$ cat src/rtl/alu_arbiter_pkg.sv
// Shared definitions for the ALU arbiter slice.
//
// Holds the ALU flag layout, the opcodes the surrounding CPU uses, and the
// arbiter FSM state encoding. The flag layout must match the ALU instance
// that the parent connects to alu_arbiter.
package alu_arbiter_pkg;

  // ALU flag vector layout.
  localparam int unsigned AluFlagCount    = 2;
  localparam int unsigned AluFlagZero     = 0;
  localparam int unsigned AluFlagOverflow = 1;

  // ALU opcodes referenced by the slice.
  localparam logic [7:0] AluAdd = 8'h01;
  localparam logic [7:0] AluEq  = 8'h08;

  // Arbiter FSM states.
  typedef enum logic [1:0] {
    AluArbIdle = 2'd0,
    AluArbExec = 2'd1,
    AluArbResp = 2'd2
  } aluarb_state_e;

  // One-hot expansion of a 2-way requester index.
  function automatic logic [1:0] onehot2(input logic idx);
    return idx ? 2'b10 : 2'b01;
  endfunction

endpackage

$ cat src/rtl/alu_arbiter_rr_arbiter2.sv
// rr_arbiter2: two-way round-robin grant, purely combinational.
//
// Ports:
//   valid       - request valid per requester (bit i = requester i)
//   last_grant  - requester that completed most recently
//   grant_valid - at least one requester is valid
//   grant       - index of the selected requester (meaningful when grant_valid)
module rr_arbiter2 (
  input  logic [1:0] valid,
  input  logic       last_grant,
  output logic       grant_valid,
  output logic       grant
);

  always_comb begin
    grant_valid = |valid;
    grant       = 1'b0;
    unique case (valid)
      2'b01:   grant = 1'b0;
      2'b10:   grant = 1'b1;
      // Contention: the requester that did not go last wins.
      2'b11:   grant = ~last_grant;
      default: grant = 1'b0;
    endcase
  end

endmodule

$ cat src/rtl/alu_arbiter.sv
// alu_arbiter: shares one combinational ALU between two requesters.
//
// Each requester has a valid/ready request channel and a valid/ready response
// channel. A round-robin grant picks one request in IDLE, its operands are
// registered and presented to the ALU for exactly one cycle (EXEC), and the
// ALU result and flags are captured and held until the granted requester
// accepts them (RESP). Only one operation is in flight at a time.
//
// Ports:
//   clk, reset                  - clock (rising edge), async active-high reset
//   req_valid / req_ready       - request handshake per requester
//   req_op/req_a/req_b/req_carry- packed request payloads, requester i in slice i
//   resp_valid / resp_ready     - response handshake per requester
//   resp_res / resp_flags       - shared result, qualified by resp_valid
//   alu_operation/alu_a/alu_b/alu_carry_in - to the external ALU (0 outside EXEC)
//   alu_res / alu_flags         - from the external ALU
//   busy                        - high whenever the FSM is not idle
module alu_arbiter
  import alu_arbiter_pkg::*;
#(
  parameter int unsigned BUS_SIZE = 16
) (
  input  logic                    clk,
  input  logic                    reset,
  input  logic [1:0]              req_valid,
  output logic [1:0]              req_ready,
  input  logic [15:0]             req_op,
  input  logic [2*BUS_SIZE-1:0]   req_a,
  input  logic [2*BUS_SIZE-1:0]   req_b,
  input  logic [1:0]              req_carry,
  output logic [1:0]              resp_valid,
  input  logic [1:0]              resp_ready,
  output logic [BUS_SIZE-1:0]     resp_res,
  output logic [AluFlagCount-1:0] resp_flags,
  output logic [7:0]              alu_operation,
  output logic [BUS_SIZE-1:0]     alu_a,
  output logic [BUS_SIZE-1:0]     alu_b,
  output logic                    alu_carry_in,
  input  logic [BUS_SIZE-1:0]     alu_res,
  input  logic [AluFlagCount-1:0] alu_flags,
  output logic                    busy
);

  aluarb_state_e state_q, state_d;

  logic                    last_grant_q, last_grant_d;
  logic                    grant_q;
  logic [7:0]              op_q;
  logic [BUS_SIZE-1:0]     a_q, b_q;
  logic                    carry_q;
  logic [BUS_SIZE-1:0]     res_q;
  logic [AluFlagCount-1:0] flags_q;

  logic arb_valid;
  logic arb_grant;
  logic load;
  logic capture;

  // Payload of the requester selected by the arbiter this cycle.
  logic [7:0]          sel_op;
  logic [BUS_SIZE-1:0] sel_a, sel_b;
  logic                sel_carry;

  rr_arbiter2 u_rr_arbiter2 (
    .valid       (req_valid),
    .last_grant  (last_grant_q),
    .grant_valid (arb_valid),
    .grant       (arb_grant)
  );

  always_comb begin
    sel_op    = arb_grant ? req_op[15:8] : req_op[7:0];
    sel_a     = arb_grant ? req_a[2*BUS_SIZE-1:BUS_SIZE] : req_a[BUS_SIZE-1:0];
    sel_b     = arb_grant ? req_b[2*BUS_SIZE-1:BUS_SIZE] : req_b[BUS_SIZE-1:0];
    sel_carry = arb_grant ? req_carry[1] : req_carry[0];
  end

  // Next-state and output decode.
  always_comb begin
    state_d       = state_q;
    last_grant_d  = last_grant_q;
    req_ready     = 2'b00;
    resp_valid    = 2'b00;
    load          = 1'b0;
    capture       = 1'b0;
    alu_operation = '0;
    alu_a         = '0;
    alu_b         = '0;
    alu_carry_in  = 1'b0;

    unique case (state_q)
      AluArbIdle: begin
        if (arb_valid) begin
          req_ready = onehot2(arb_grant);
          load      = 1'b1;
          state_d   = AluArbExec;
        end
      end
      AluArbExec: begin
        alu_operation = op_q;
        alu_a         = a_q;
        alu_b         = b_q;
        alu_carry_in  = carry_q;
        capture       = 1'b1;
        state_d       = AluArbResp;
      end
      AluArbResp: begin
        resp_valid = onehot2(grant_q);
        // Only the granted requester's resp_ready completes the response.
        if (resp_ready[grant_q]) begin
          state_d      = AluArbIdle;
          last_grant_d = grant_q;
        end
      end
      default: state_d = AluArbIdle;
    endcase
  end

  assign busy       = (state_q != AluArbIdle);
  assign resp_res   = res_q;
  assign resp_flags = flags_q;

  always_ff @(posedge clk or posedge reset) begin
    if (reset) begin
      state_q      <= AluArbIdle;
      // Requester 0 wins the first contended grant.
      last_grant_q <= 1'b1;
      grant_q      <= 1'b0;
      op_q         <= '0;
      a_q          <= '0;
      b_q          <= '0;
      carry_q      <= 1'b0;
      res_q        <= '0;
      flags_q      <= '0;
    end else begin
      state_q      <= state_d;
      last_grant_q <= last_grant_d;
      if (load) begin
        grant_q <= arb_grant;
        op_q    <= sel_op;
        a_q     <= sel_a;
        b_q     <= sel_b;
        carry_q <= sel_carry;
      end
      if (capture) begin
        res_q   <= alu_res;
        flags_q <= alu_flags;
      end
    end
  end

endmodule

$ cat config.mk
export PLATFORM = sky130hd
export DESIGN_NAME = alu_arbiter
export DESIGN_NICKNAME = d
export VERILOG_FILES = /design/src/rtl/alu_arbiter_pkg.sv /design/src/rtl/alu_arbiter_rr_arbiter2.sv /design/src/rtl/alu_arbiter.sv
export SDC_FILE = /design/constraint.sdc
export NUM_CORES = 1
export LEC_CHECK = 0
export CAP_MARGIN = 20
export CORE_ASPECT_RATIO = 1.25
export CORE_MARGIN = 4
export CORE_UTILIZATION = 35
export DETAILED_ROUTE_END_ITERATION = 8
export DONT_BUFFER_PORTS = 1
export PLACE_DENSITY = 0.58
export SLEW_MARGIN = 20
export SYNTH_ARGS = -nofsm -noshare
export SYNTH_HDL_FRONTEND = slang
export SYNTH_SLANG_ARGS = --single-unit
export TNS_END_PERCENT = 100
$ cat constraint.sdc
create_clock -name clk -period 2.2 [get_ports clk]
set_input_delay 0.44 -clock clk [delete_from_list [all_inputs] [get_ports clk]]
set_output_delay 0.44 -clock clk [all_outputs]
set_load 0.005 [all_outputs]
==> flow_summary.json <==
{
  "cts_tree": "built",
  "core_sq_um": 9610,
  "postPlaceCellArea_sq_um": 3580,
  "cp-end-kind": "output pin",
  "syn_area_per_cell_sq_um": 11.5,
  "nets": 398,
  "portBuffers": 0,
  "dpl.hpwl_um": 7090,
  "hold_viol": 0,
  "fin_hold_ws_ps": 244,
  "num_rows": 40,
  "die_area_sq_um": 11500,
  "cts_resized": 0,
  "num-fill-cells": 933,
  "swShare_pct": 34.8,
  "p_per_area_nw_per_um2": 1580,
  "area_delta_synth_final_pct": 13.6,
  "fin_util_pct": 40.6,
  "slew_headroom_pct": 54.8,
  "rsz0062_at_grt": "no",
  "htreeDepth": 3,
  "p_int_w": 0.00401,
  "synthesis.area_sq_um": 3440,
  "layout_min_cycle_time_ps": 2060,
  "grt_pass1_wl_um": 15200,
  "start_kind": "flop",
  "cp_common_cell": "nor2b_1",
  "cts_num_sinks": 63,
  "yosys-top-cells-area": "dfrtp_1, a2111oi_2, a2bb2oi_1",
  "cp.arrival_ps": 1620,
  "ctsLongestPathBuffers": 2,
  "max_freq_mhz": 486,
  "crit_chain": "buf_4, nor2b_1, nor2b_1",
  "ys_seq_elements": 63,
  "wire_per_inst_um": 22.8,
  "die_h_um": 119,
  "critical-path-top-delay-family": "simple AND/OR/NAND/NOR gates",
  "min_path_type": "in2reg",
  "cts_setup_buffers": 0,
  "period_share_pct": 93.6,
  "tightestPinTransition_ps": 677,
  "routed_wl_um": 9650,
  "drt_iter0_drc": 100,
  "power_frac_comb_pct": 41.9,
  "final_cell_mix": "dfrtp_1, nand2_1, and2_1",
  "syn_inst": 298,
  "ios": 170,
  "grt_overflow": 0,
  "synth_top_area_share_pct": 45.1,
  "finClkSkew_ps": 3.83,
  "grt_start_max_net_pins": 42,
  "power_frac_seq_pct": 34.4,
  "vias_per_cell": 5.71,
  "die_w_um": 96.6,
  "worst-path-max-fanout": 23,
  "cts_root_buf": "clkbuf_16",
  "tns_ps": 0,
  "track_usage_pct": 17.0,
  "setup_violations": 0,
  "antenna_found_initial": 1,
  "start_util_pct": 35.8,
  "path_clk_slew_ps": 50,
  "synth_seq_area_share_pct": 45.9,
  "critical_path.max_stage_delay_ps": 360,
  "insertion_delay_ps": 330,
  "status": "complete, no violations",
  "p_clk_share_pct": 23.7,
  "vias": 2420,
  "p_leak_nw": 1.54,
  "yosysTopAreaCell": "dfrtp_1",
  "worst-path-buf-inv": 1,
  "yosys_warnings": 0,
  "cts_buffers": 9,
  "drt_pre_antenna_iters": 4,
  "multi_input_area_sq_um": 1710,
  "final_common_cell": "dfrtp_1",
  "regArea_sq_um": 1580,
  "drive_gt1_share_pct": 31.6,
  "p_total_w": 0.00615,
  "synth_nets": 404,
  "switching_power_w": 0.00214,
  "grt_pass1_vias": 2739,
  "detail-route-antenna-nets": 0,
  "slew_viol_final": 0,
  "worstSetupPathType": "reg2out",
  "cp_slowest_cell": "dfrtp_2",
  "drv_cap": 0,
  "fin_area_sq_um": 3900,
  "required_ps": 1760,
  "route.detailed.drc": 0,
  "ir_drop_mv": 0.649,
  "synth.distinct_cells": 23,
  "place_congestion": 0.761
}
[repair_timing]
action	4_1_cts	5_1_grt
hold buffers	1	0
endpoints found under the setup margin	0	0
hold endpoints to repair	11	0
[cell usage after synthesis, drive strengths merged]
cell,instances
inv,2
nor3,1
nor2b,2
nand2,42
nor2,3
mux2i,1
a21boi,1
clkbuf,9
o21ai,1
a21o,3
dfstp,1
dfrtp,62
clkinv,1
mux2,18
a22o,1
a21bo,1
buf,24
and2b,1
a2111oi,41
a2bb2oi,41
and2,42
[routing by layer]
metal | up-vias | track usage (%) | wire (um)
met5 | - | 0 | 0
met2 | 91 | 29.6 | 5150
met3 | 13 | 7.73 | 797
li1 | 1098 | - | -
met1 | 1218 | 17.6 | 3520
met4 | 0 | 7.11 | 176
[power groups by stage]
stage | Sequential, W | Clock, W | Combinational (W)
detailed placement | 0.00214 | 0 | 0.00263
global placement | 0.00214 | 0 | 0.00254
CTS | 0.00213 | 0.00150 | 0.00264
floorplan | 0.00200 | 0 | 0.00217
global route | 0.00220 | 0.00155 | 0.00284
finish | 0.00212 | 0.00146 | 0.00258
[logic make-up after synthesis]
family / count (synthesis) / share of synthesized area, %
DFF: 63 / 45.9
AOI/OAI and AO/OA: 89 / 29.7
buffers and inverters: 36 / 4.95
muxes: 19 / 6.19
and+or+nand+nor: 91 / 13.3
[flip-flops by register name, summed over array words and instances, names as in the netlist]
register and flops:
a_q 16, b_q 16, carry_q 1, grant_q 1, last_grant_q 1, op_q 8
resp_flags 2, resp_res 16, state_q 2
[cell type report]
class	instances	share of cell area (%)
multi-input combinational	199	43.7
sequential	63	40.5
clock buffer	14	7.02
tap	126	4.04
timing repair buffer	16	3.46
clock inverter	2	0.962
inverter	3	0.288
antenna	1	0.0641
[through the flow]
stage	std cells	worst slack [ps]
floorplan	298	192
global placement	406	504
detailed placement	406	470
CTS	423	120
global route	424	35.6
finish	424	141
[worst paths after layout]
path                            cells after the start    startpoint       endpoint  slack [ps]
max in group asynchronous                           3         reset   last_grant_q        1020
worst min register to register                      1        b_q[1]         b_q[1]         530
min in group asynchronous                           2         reset    resp_res[6]         510
worst max-delay path                                3    state_q[1]  resp_valid[0]         140
worst max register to register                      4  last_grant_q        a_q[15]         520
worst min-delay path                                2     req_b[15]        b_q[15]         240
Note: power is estimated with default switching activity, not from simulation.
